**src/rtl/arbitro_juego_if.sv**
```systemverilog
// -----------------------------------------------------------------------------
// arbitro_juego_if
// Player and display bundle of the LED game referee.
//   resetContador : synchronous match clear (toward the referee)
//   botonA/botonB : conditioned player buttons, level (toward the referee)
//   Leds          : LED bar drive, N_LEDS bits (from the referee)
//   PuntosA/B     : 4-bit scores (from the referee)
//   GanadorA/B    : winner flags (from the referee)
//   Apagar        : match over, display off (from the referee)
// Modports: master = the side that drives buttons/clear, slave = the referee.
// -----------------------------------------------------------------------------
interface arbitro_juego_if #(
  parameter int N_LEDS = 8
);
  logic              resetContador;
  logic              botonA;
  logic              botonB;
  logic [N_LEDS-1:0] Leds;
  logic [3:0]        PuntosA;
  logic [3:0]        PuntosB;
  logic              GanadorA;
  logic              GanadorB;
  logic              Apagar;

  modport master (
    output resetContador, botonA, botonB,
    input  Leds, PuntosA, PuntosB, GanadorA, GanadorB, Apagar
  );

  modport slave (
    input  resetContador, botonA, botonB,
    output Leds, PuntosA, PuntosB, GanadorA, GanadorB, Apagar
  );
endinterface

```
**src/rtl/arbitro_juego.sv**
```systemverilog
// -----------------------------------------------------------------------------
// arbitro_juego
// Referee and scoring engine for the two-player LED game. A lit LED travels
// along the bar; each player returns it with a button press when it sits on
// their end cell. Misses and early presses give the point to the opponent.
// The first player reaching PUNTOS wins; after TIEMPO_APAGAR ball steps of
// showing the winner's half, Apagar asserts until the match is cleared.
// Ports:
//   clk        : system clock
//   resetTotal : asynchronous active-high reset
//   bus        : arbitro_juego_if.slave (resetContador, buttons, Leds,
//                scores, winner flags, Apagar)
// -----------------------------------------------------------------------------
module arbitro_juego #(
  parameter int N_LEDS        = 8,
  parameter int DIV_TICK      = 25000000,
  parameter int PUNTOS        = 3,
  parameter int TIEMPO_APAGAR = 4
) (
  input  logic            clk,
  input  logic            resetTotal,
  arbitro_juego_if.slave  bus
);

  localparam int POS_W   = $clog2(N_LEDS);
  localparam int PRE_W   = $clog2(DIV_TICK);
  localparam int PASOS_W = (TIEMPO_APAGAR > 1) ? $clog2(TIEMPO_APAGAR) : 1;

  localparam logic [POS_W-1:0]   ULTIMO    = POS_W'(N_LEDS - 1);
  localparam logic [PRE_W-1:0]   PRE_MAX   = PRE_W'(DIV_TICK - 1);
  localparam logic [PASOS_W-1:0] PASOS_MAX = PASOS_W'(TIEMPO_APAGAR - 1);
  localparam logic [3:0]         META      = 4'(PUNTOS);

  localparam logic [N_LEDS-1:0] LED_A   = N_LEDS'(1);
  localparam logic [N_LEDS-1:0] LED_B   = LED_A << (N_LEDS - 1);
  // Lower half belongs to A; with an odd bar the centre LED falls in B's half.
  localparam logic [N_LEDS-1:0] MITAD_A = {N_LEDS{1'b1}} >> (N_LEDS - N_LEDS / 2);

  typedef enum logic [2:0] {
    IDLE,
    MOV_AB,
    MOV_BA,
    PUNTO,
    FIN,
    APAGADO
  } estadoT;

  estadoT             estadoReg, estadoNext;
  logic [POS_W-1:0]   posReg, posNext;
  logic               saqueBReg, saqueBNext;   // 0: A serves, 1: B serves
  logic [PRE_W-1:0]   preReg, preNext;
  logic [PASOS_W-1:0] pasosReg, pasosNext;
  logic [3:0]         puntosAReg, puntosANext;
  logic [3:0]         puntosBReg, puntosBNext;
  logic               ganadorAReg, ganadorANext;
  logic               ganadorBReg, ganadorBNext;
  logic               apagarReg, apagarNext;
  logic [N_LEDS-1:0]  ledsReg, ledsNext;
  logic               botonAPrevReg, botonBPrevReg;

  logic flancoA, flancoB, tick;
  logic puntoParaA, puntoParaB;

  assign flancoA = bus.botonA & ~botonAPrevReg;
  assign flancoB = bus.botonB & ~botonBPrevReg;
  assign tick    = (preReg == PRE_MAX);

  // Edge-detect copies keep tracking the buttons through a match clear so a
  // button still held across the clear cannot fire a phantom serve.
  always_ff @(posedge clk or posedge resetTotal) begin
    if (resetTotal) begin
      botonAPrevReg <= 1'b0;
      botonBPrevReg <= 1'b0;
    end else begin
      botonAPrevReg <= bus.botonA;
      botonBPrevReg <= bus.botonB;
    end
  end

  always_ff @(posedge clk or posedge resetTotal) begin
    if (resetTotal) begin
      estadoReg   <= IDLE;
      posReg      <= '0;
      saqueBReg   <= 1'b0;
      preReg      <= '0;
      pasosReg    <= '0;
      puntosAReg  <= '0;
      puntosBReg  <= '0;
      ganadorAReg <= 1'b0;
      ganadorBReg <= 1'b0;
      apagarReg   <= 1'b0;
      ledsReg     <= '0;
    end else begin
      estadoReg   <= estadoNext;
      posReg      <= posNext;
      saqueBReg   <= saqueBNext;
      preReg      <= preNext;
      pasosReg    <= pasosNext;
      puntosAReg  <= puntosANext;
      puntosBReg  <= puntosBNext;
      ganadorAReg <= ganadorANext;
      ganadorBReg <= ganadorBNext;
      apagarReg   <= apagarNext;
      ledsReg     <= ledsNext;
    end
  end

  always_comb begin
    estadoNext   = estadoReg;
    posNext      = posReg;
    saqueBNext   = saqueBReg;
    preNext      = tick ? '0 : preReg + 1'b1;
    pasosNext    = pasosReg;
    puntosANext  = puntosAReg;
    puntosBNext  = puntosBReg;
    ganadorANext = ganadorAReg;
    ganadorBNext = ganadorBReg;
    apagarNext   = apagarReg;
    ledsNext     = '0;
    puntoParaA   = 1'b0;
    puntoParaB   = 1'b0;

    case (estadoReg)
      IDLE: begin
        // Only the server's edge counts, so a simultaneous edge from the
        // other player is simply dropped.
        if (!saqueBReg && flancoA) begin
          posNext    = '0;
          estadoNext = MOV_AB;
        end else if (saqueBReg && flancoB) begin
          posNext    = ULTIMO;
          estadoNext = MOV_BA;
        end
      end
      MOV_AB: begin
        // The button is checked before the tick so a hit on the last step
        // beats the miss that the same tick would otherwise produce.
        if (flancoB && posReg == ULTIMO) begin
          estadoNext = MOV_BA;
        end else if (flancoB) begin
          puntoParaA = 1'b1;
        end else if (tick) begin
          if (posReg == ULTIMO) puntoParaA = 1'b1;
          else                  posNext = posReg + 1'b1;
        end
      end
      MOV_BA: begin
        if (flancoA && posReg == '0) begin
          estadoNext = MOV_AB;
        end else if (flancoA) begin
          puntoParaB = 1'b1;
        end else if (tick) begin
          if (posReg == '0) puntoParaB = 1'b1;
          else              posNext = posReg - 1'b1;
        end
      end
      PUNTO: begin
        if (tick) begin
          if (puntosAReg == META || puntosBReg == META) begin
            estadoNext   = FIN;
            pasosNext    = '0;
            ganadorANext = (puntosAReg == META);
            ganadorBNext = (puntosAReg != META);
          end else begin
            estadoNext = IDLE;
          end
        end
      end
      FIN: begin
        if (tick) begin
          if (pasosReg == PASOS_MAX) begin
            estadoNext = APAGADO;
            apagarNext = 1'b1;
          end else begin
            pasosNext = pasosReg + 1'b1;
          end
        end
      end
      APAGADO: begin
      end
      default: estadoNext = IDLE;
    endcase

    // The loser of the point serves next.
    if (puntoParaA) begin
      puntosANext = (puntosAReg >= META) ? META : puntosAReg + 4'd1;
      saqueBNext  = 1'b1;
      estadoNext  = PUNTO;
    end
    if (puntoParaB) begin
      puntosBNext = (puntosBReg >= META) ? META : puntosBReg + 4'd1;
      saqueBNext  = 1'b0;
      estadoNext  = PUNTO;
    end

    // Every state entry restarts the step timer, including a return that
    // flips MOV_AB <-> MOV_BA.
    if (estadoNext != estadoReg) preNext = '0;

    // Leds are registered from the next-state values so they change on the
    // same edge as the state they describe.
    case (estadoNext)
      IDLE:           ledsNext = saqueBNext ? LED_B : LED_A;
      MOV_AB, MOV_BA: ledsNext = LED_A << posNext;
      PUNTO:          ledsNext = '1;
      FIN:            ledsNext = ganadorANext ? MITAD_A : ~MITAD_A;
      default:        ledsNext = '0;
    endcase

    if (bus.resetContador) begin
      estadoNext   = IDLE;
      posNext      = '0;
      saqueBNext   = 1'b0;
      preNext      = '0;
      pasosNext    = '0;
      puntosANext  = '0;
      puntosBNext  = '0;
      ganadorANext = 1'b0;
      ganadorBNext = 1'b0;
      apagarNext   = 1'b0;
      ledsNext     = '0;
    end
  end

  assign bus.Leds     = ledsReg;
  assign bus.PuntosA  = puntosAReg;
  assign bus.PuntosB  = puntosBReg;
  assign bus.GanadorA = ganadorAReg;
  assign bus.GanadorB = ganadorBReg;
  assign bus.Apagar   = apagarReg;

endmodule
```
**src/flat_wrapper.sv**
```systemverilog
// flat-port wrapper written by rule: the top's interface ports become plain ports
module arbitro_juego_flat 
#(
  parameter int N_LEDS        = 8,
  parameter int DIV_TICK      = 25000000,
  parameter int PUNTOS        = 3,
  parameter int TIEMPO_APAGAR = 4
)
  (clk, resetTotal, bus_resetContador, bus_botonA, bus_botonB, bus_Leds, bus_PuntosA, bus_PuntosB, bus_GanadorA, bus_GanadorB, bus_Apagar);
  arbitro_juego_if #(.N_LEDS(N_LEDS)) bus_i ();
  input  logic clk;
  input  logic resetTotal;
  input wire logic [$bits(bus_i.resetContador)-1:0] bus_resetContador;
  input wire logic [$bits(bus_i.botonA)-1:0] bus_botonA;
  input wire logic [$bits(bus_i.botonB)-1:0] bus_botonB;
  output wire logic [$bits(bus_i.Leds)-1:0] bus_Leds;
  output wire logic [$bits(bus_i.PuntosA)-1:0] bus_PuntosA;
  output wire logic [$bits(bus_i.PuntosB)-1:0] bus_PuntosB;
  output wire logic [$bits(bus_i.GanadorA)-1:0] bus_GanadorA;
  output wire logic [$bits(bus_i.GanadorB)-1:0] bus_GanadorB;
  output wire logic [$bits(bus_i.Apagar)-1:0] bus_Apagar;
  assign bus_i.resetContador = bus_resetContador;
  assign bus_i.botonA = bus_botonA;
  assign bus_i.botonB = bus_botonB;
  assign bus_Leds = bus_i.Leds;
  assign bus_PuntosA = bus_i.PuntosA;
  assign bus_PuntosB = bus_i.PuntosB;
  assign bus_GanadorA = bus_i.GanadorA;
  assign bus_GanadorB = bus_i.GanadorB;
  assign bus_Apagar = bus_i.Apagar;
  arbitro_juego #(.N_LEDS(N_LEDS), .DIV_TICK(DIV_TICK), .PUNTOS(PUNTOS), .TIEMPO_APAGAR(TIEMPO_APAGAR)) u_core (.clk(clk), .resetTotal(resetTotal), .bus(bus_i));
endmodule
```
**config.mk**
```make
export PLATFORM = sky130hd
export DESIGN_NAME = arbitro_juego_flat
export DESIGN_NICKNAME = d
export VERILOG_FILES = /design/src/rtl/arbitro_juego_if.sv /design/src/rtl/arbitro_juego.sv /design/src/flat_wrapper.sv
export SDC_FILE = /design/constraint.sdc
export NUM_CORES = 1
export LEC_CHECK = 0
export ABC_CLOCK_PERIOD_IN_PS = 2500
export BUFFER_PORTS_ARGS = -buffer_cell sky130_fd_sc_hd__buf_2
export CAP_MARGIN = 20
export CORE_ASPECT_RATIO = 1.25
export CORE_MARGIN = 10
export CORE_UTILIZATION = 54
export CTS_CLUSTER_SIZE = 20
export DETAILED_ROUTE_END_ITERATION = 16
export GPL_TIMING_DRIVEN = 0
export PLACE_DENSITY = 0.83
export SKIP_CTS_REPAIR_TIMING = 1
export SYNTH_ARGS = -nofsm -noshare
export SYNTH_HDL_FRONTEND = slang
export SYNTH_SLANG_ARGS = --single-unit
export TNS_END_PERCENT = 10
```
**constraint.sdc**
```tcl
create_clock -name clk -period 2.5 [get_ports clk]
set_clock_uncertainty 0.2 [all_clocks]
set_input_delay 0.125 -clock clk [delete_from_list [all_inputs] [get_ports clk]]
set_output_delay 0.125 -clock clk [all_outputs]
set_load 0.1 [all_outputs]
```
==> results by group <==
Yosys
  • Synth Warn #: 0
  • Library cells used by synthesis: between 60 and 70
  • Largest area contributor in the netlist: dfrtp_1
  • Flop and latch count out of synthesis: 55
  • Number of synthesized flops with an enable pin: 0
  • Sequential area share after synthesis: 0.437
  • Synth top cells by count: 55 x dfrtp_1, 30 x nor2_1, 19 x nand2_1, 19 x nor3_2, 16 x xor2_1
  • Instance count of the mapped netlist: roughly 320
  • Area share of the largest cell type after synthesis: 0.437
  • Dominant cell by count in the synthesized netlist: dfrtp_1
  • Async set-or-reset flop fraction in the synthesized netlist: 1.00
  • Avg Inst Size Synth: between 9 and 10 um^2
  • Net count after synthesis: ~330
  • Netlist Area Pre-Place: around 3100 um^2
  • Top cells by area, synth: dfrtp_1 44%, nor3_2 6.0%, xor2_1 4.5%
  • Synth Flop Type: dfrtp_1

Run status
  • Failing checks: negative setup slack
  • Result of the run: complete, but fails checks

Final layout
  • Area of all sequential standard cells: ~1400 um^2
  • Filler cells: 379
  • # diodes: 0
  • Post-route cell area: about 4200 um^2
  • Share of post-route cells with drive strength above 1: 0.420
  • Nets@finish: slightly below 400
  • End-of-flow core utilization: 0.736
  • Area taken by multi-input logic gates: roughly 2000 um^2
  • Post-synthesis to final-layout area growth: 34.2%

Clock tree
  • Cell chosen for the clock root: clkbuf_8
  • TritonCTS clock tree: done
  • Inserted Clock Buffers: 5
  • TritonCTS sink count: 55
  • Number of levels in the clock H-tree: 2
  • Clock latency on the worst-skew pair: ~320 ps
  • Maximum root-to-sink buffer count: 2
  • Clock transition at the registers of the reported paths: 110 ps

Global routing
  • Fraction of met3 tracks used by global routing: 0.0347
  • GRT met1 Usage: 0.173
  • Busiest layer in global routing: met2
  • Fraction of met2 tracks used by global routing: 0.288
  • Total Routing Usage GR: 0.158
  • Initial antenna violation count: 0
  • Number of global-route vias before repair: ~2600
  • Pin count of the biggest net entering global routing: 37
  • Global-route wire length before repair: 12.0 mm
  • Global-route congestion overflow total: 0

Floorplanning
  • Starting density of the core: 0.548
  • FP Rows: 31
  • Overall die width: roughly 88 um
  • Height of the die: approximately 110 um
  • Overall die area: 9300 um^2
  • IO Pins: 24
  • Placeable core region: between 5000 and 6000 um^2

Power and ir drop
  • Power density over the cells: 508 nW/um^2
  • Cell Int Power: about 0.0015 W
  • Clock network fraction of total power: 0.285
  • Net load switching power: 0.000676 W
  • Share of power burned in combinational logic: 0.284
  • Sw frac: 0.315
  • IR Drop Worst-Case VDD: roughly 300 uV
  • Relative contribution of sequential cells to total power: 0.431
  • Leakage power of the design: roughly 1.8 nW

Worst setup path
  • Kind of launch point of the worst setup path: flip-flop
  • Arrival @ worst endpoint: approximately 2800 ps
  • Critical path class: reg2reg
  • Worst endpoint required time: 2550 ps
  • Endpoint class of the critical path: flip-flop
  • CP max FO: 4

Job
  • Max Cap Viol: 0

Routing
  • Pre-Repair DR Iteration Count: 5
  • Vias post-DR: slightly below 3000
  • DRC violation total after the first TritonRoute iteration: 217
  • Average wire length per cell after detail routing: 20.3 um
  • DRT Wirelength: between 9 and 10 mm
  • Residual antenna-violating net count after detailed routing: 0
  • Vias per inst: about 6.4
  • DRC errors left: 0

STA
  • Share of the clock period used by the worst path: 1.11
  • Pins Over Slew Limit: 0
  • Time the worst path needs with I/O delays and setup: about 2800 ps
  • Maximum clock rate: 362 MHz
  • Endpoints failing hold: 0
  • Slew Limit Headroom: 0.499
  • Crit path setup slack, layout: -265 ps
  • Total of endpoints with negative setup slack in the final report: 34
  • Slew at the pin closest to its max-slew limit: ~740 ps
  • RSZ-0062 raised after global routing: true

Worst hold path
  • Path class of the lowest-slack min-delay path: in2reg

Placed design
  • Quantity of I/O buffers inserted on ports: 23
  • Post-Place Cell Area: about 3400 um^2
  • Placed wire-length estimate: approximately 5.4 mm
  • Final RePlAce weighted congestion: ~0.93
## worst max-delay path: stages, from the launching register on
cell and delay, ps:
dfrtp_1 450, ha_2 260, nand2_4 70, o311ai_4 350, o41ai_4 150, a31o_4 240
nor4_4 280, buf_6 170, xnor2_4 70, buf_6 150, buf_4 130, nor3_2 160
## sequential cells by signal, indices dropped and copies added, names as in the netlist
register              flops
u_core.preReg            25
u_core.bus.Leds           8
u_core.bus.PuntosA        4
u_core.bus.PuntosB        4
u_core.estadoReg          3
u_core.posReg             3
u_core.pasosReg           2
u_core.botonAPrevReg      1
u_core.botonBPrevReg      1
u_core.bus.Apagar         1
u_core.bus.GanadorA       1
u_core.bus.GanadorB       1
u_core.saqueBReg          1
## kinds of logic after synthesis
kind of cell	synth area share
flops	0.437
simple gates	0.292
fa+ha+maj	0.0278
buf+inv	0.0378
compound gates	0.129
xor+xnor	0.0692
mux	0.00676
## path summary, 6_finish.rpt
check,from,endpoint,slack [ps],cells after the start
min,bus_resetContador,u_core.bus.Leds[2],9,3
max,u_core.posReg[1],u_core.preReg[24],-260,11
max in group asynchronous,resetTotal,u_core.preReg[7],1400,4
min in group asynchronous,resetTotal,u_core.bus.Leds[0],160,3
max reg2reg,u_core.posReg[1],u_core.preReg[24],-260,11
min reg2reg,u_core.bus.GanadorB,u_core.bus.GanadorB,330,2
## per-layer routing
| layer | routed length, um | share of wire | vias to the layer above |
|---|---|---|---|
| met4 | 386 | 0.042 | 0 |
| met2 | 5010 | 0.55 | 115 |
| li1 | - | - | 1292 |
| met3 | 373 | 0.041 | 42 |
| met1 | 3400 | 0.37 | 1446 |
| met5 | 0 | 0 | - |
## layout by cell type, fill, tap and decap left out, types with 4 or more instances in the layout
| cell type | n |
|---|---|
| o21ai_2 | 4 |
| nand4_1 | 10 |
| o21ai_0 | 6 |
| nor3_1 | 8 |
| clkbuf_8 | 5 |
| xnor2_1 | 7 |
| nor3_4 | 11 |
| and2_1 | 5 |
| buf_4 | 32 |
| a21oi_1 | 8 |
| xor2_1 | 16 |
| nor2_1 | 29 |
| inv_1 | 7 |
| dfrtp_1 | 45 |
| a31oi_1 | 5 |
| dfrtp_2 | 10 |
| nand2b_1 | 6 |
| buf_2 | 26 |
| nand2_1 | 15 |
| nor3_2 | 14 |
| o21ai_1 | 4 |
| nor4_1 | 4 |
| nand3_1 | 10 |
## power groups by stage
stage / clock network, W / registers, W / logic [W]
after floorplan: 0 / 0.00100 / 0.000211
after global placement: 0 / 0.000940 / 0.000335
after detailed placement: 0 / 0.000941 / 0.000342
after CTS: 0.000611 / 0.000923 / 0.000344
after global routing: 0.000654 / 0.000928 / 0.000638
final: 0.000611 / 0.000926 / 0.000611
## cell type report
type | count | area share
multi-input combinational | 240 | 0.481
sequential | 55 | 0.329
timing repair buffer | 63 | 0.114
buffer | 10 | 0.0213
tap | 66 | 0.0195
clock buffer | 6 | 0.0172
clock inverter | 2 | 0.00918
inverter | 10 | 0.00888
## per-stage QoR
step | TNS [ps] | power, W | std cells | hold WS, ps | setup slack [ps]
after floorplan | -21.3 | 0.00121 | 315 | -43.6 | -21.3
after CTS | -17060 | 0.00188 | 413 | -393 | -577
after global placement | -14240 | 0.00127 | 404 | 57.8 | -473
after detailed placement | -15670 | 0.00128 | 405 | -52.3 | -529
final | -7060 | 0.00215 | 452 | 8.73 | -265
after global routing | -8810 | 0.00222 | 452 | 13.7 | -302
Note: power is estimated with default switching activity, not from simulation.
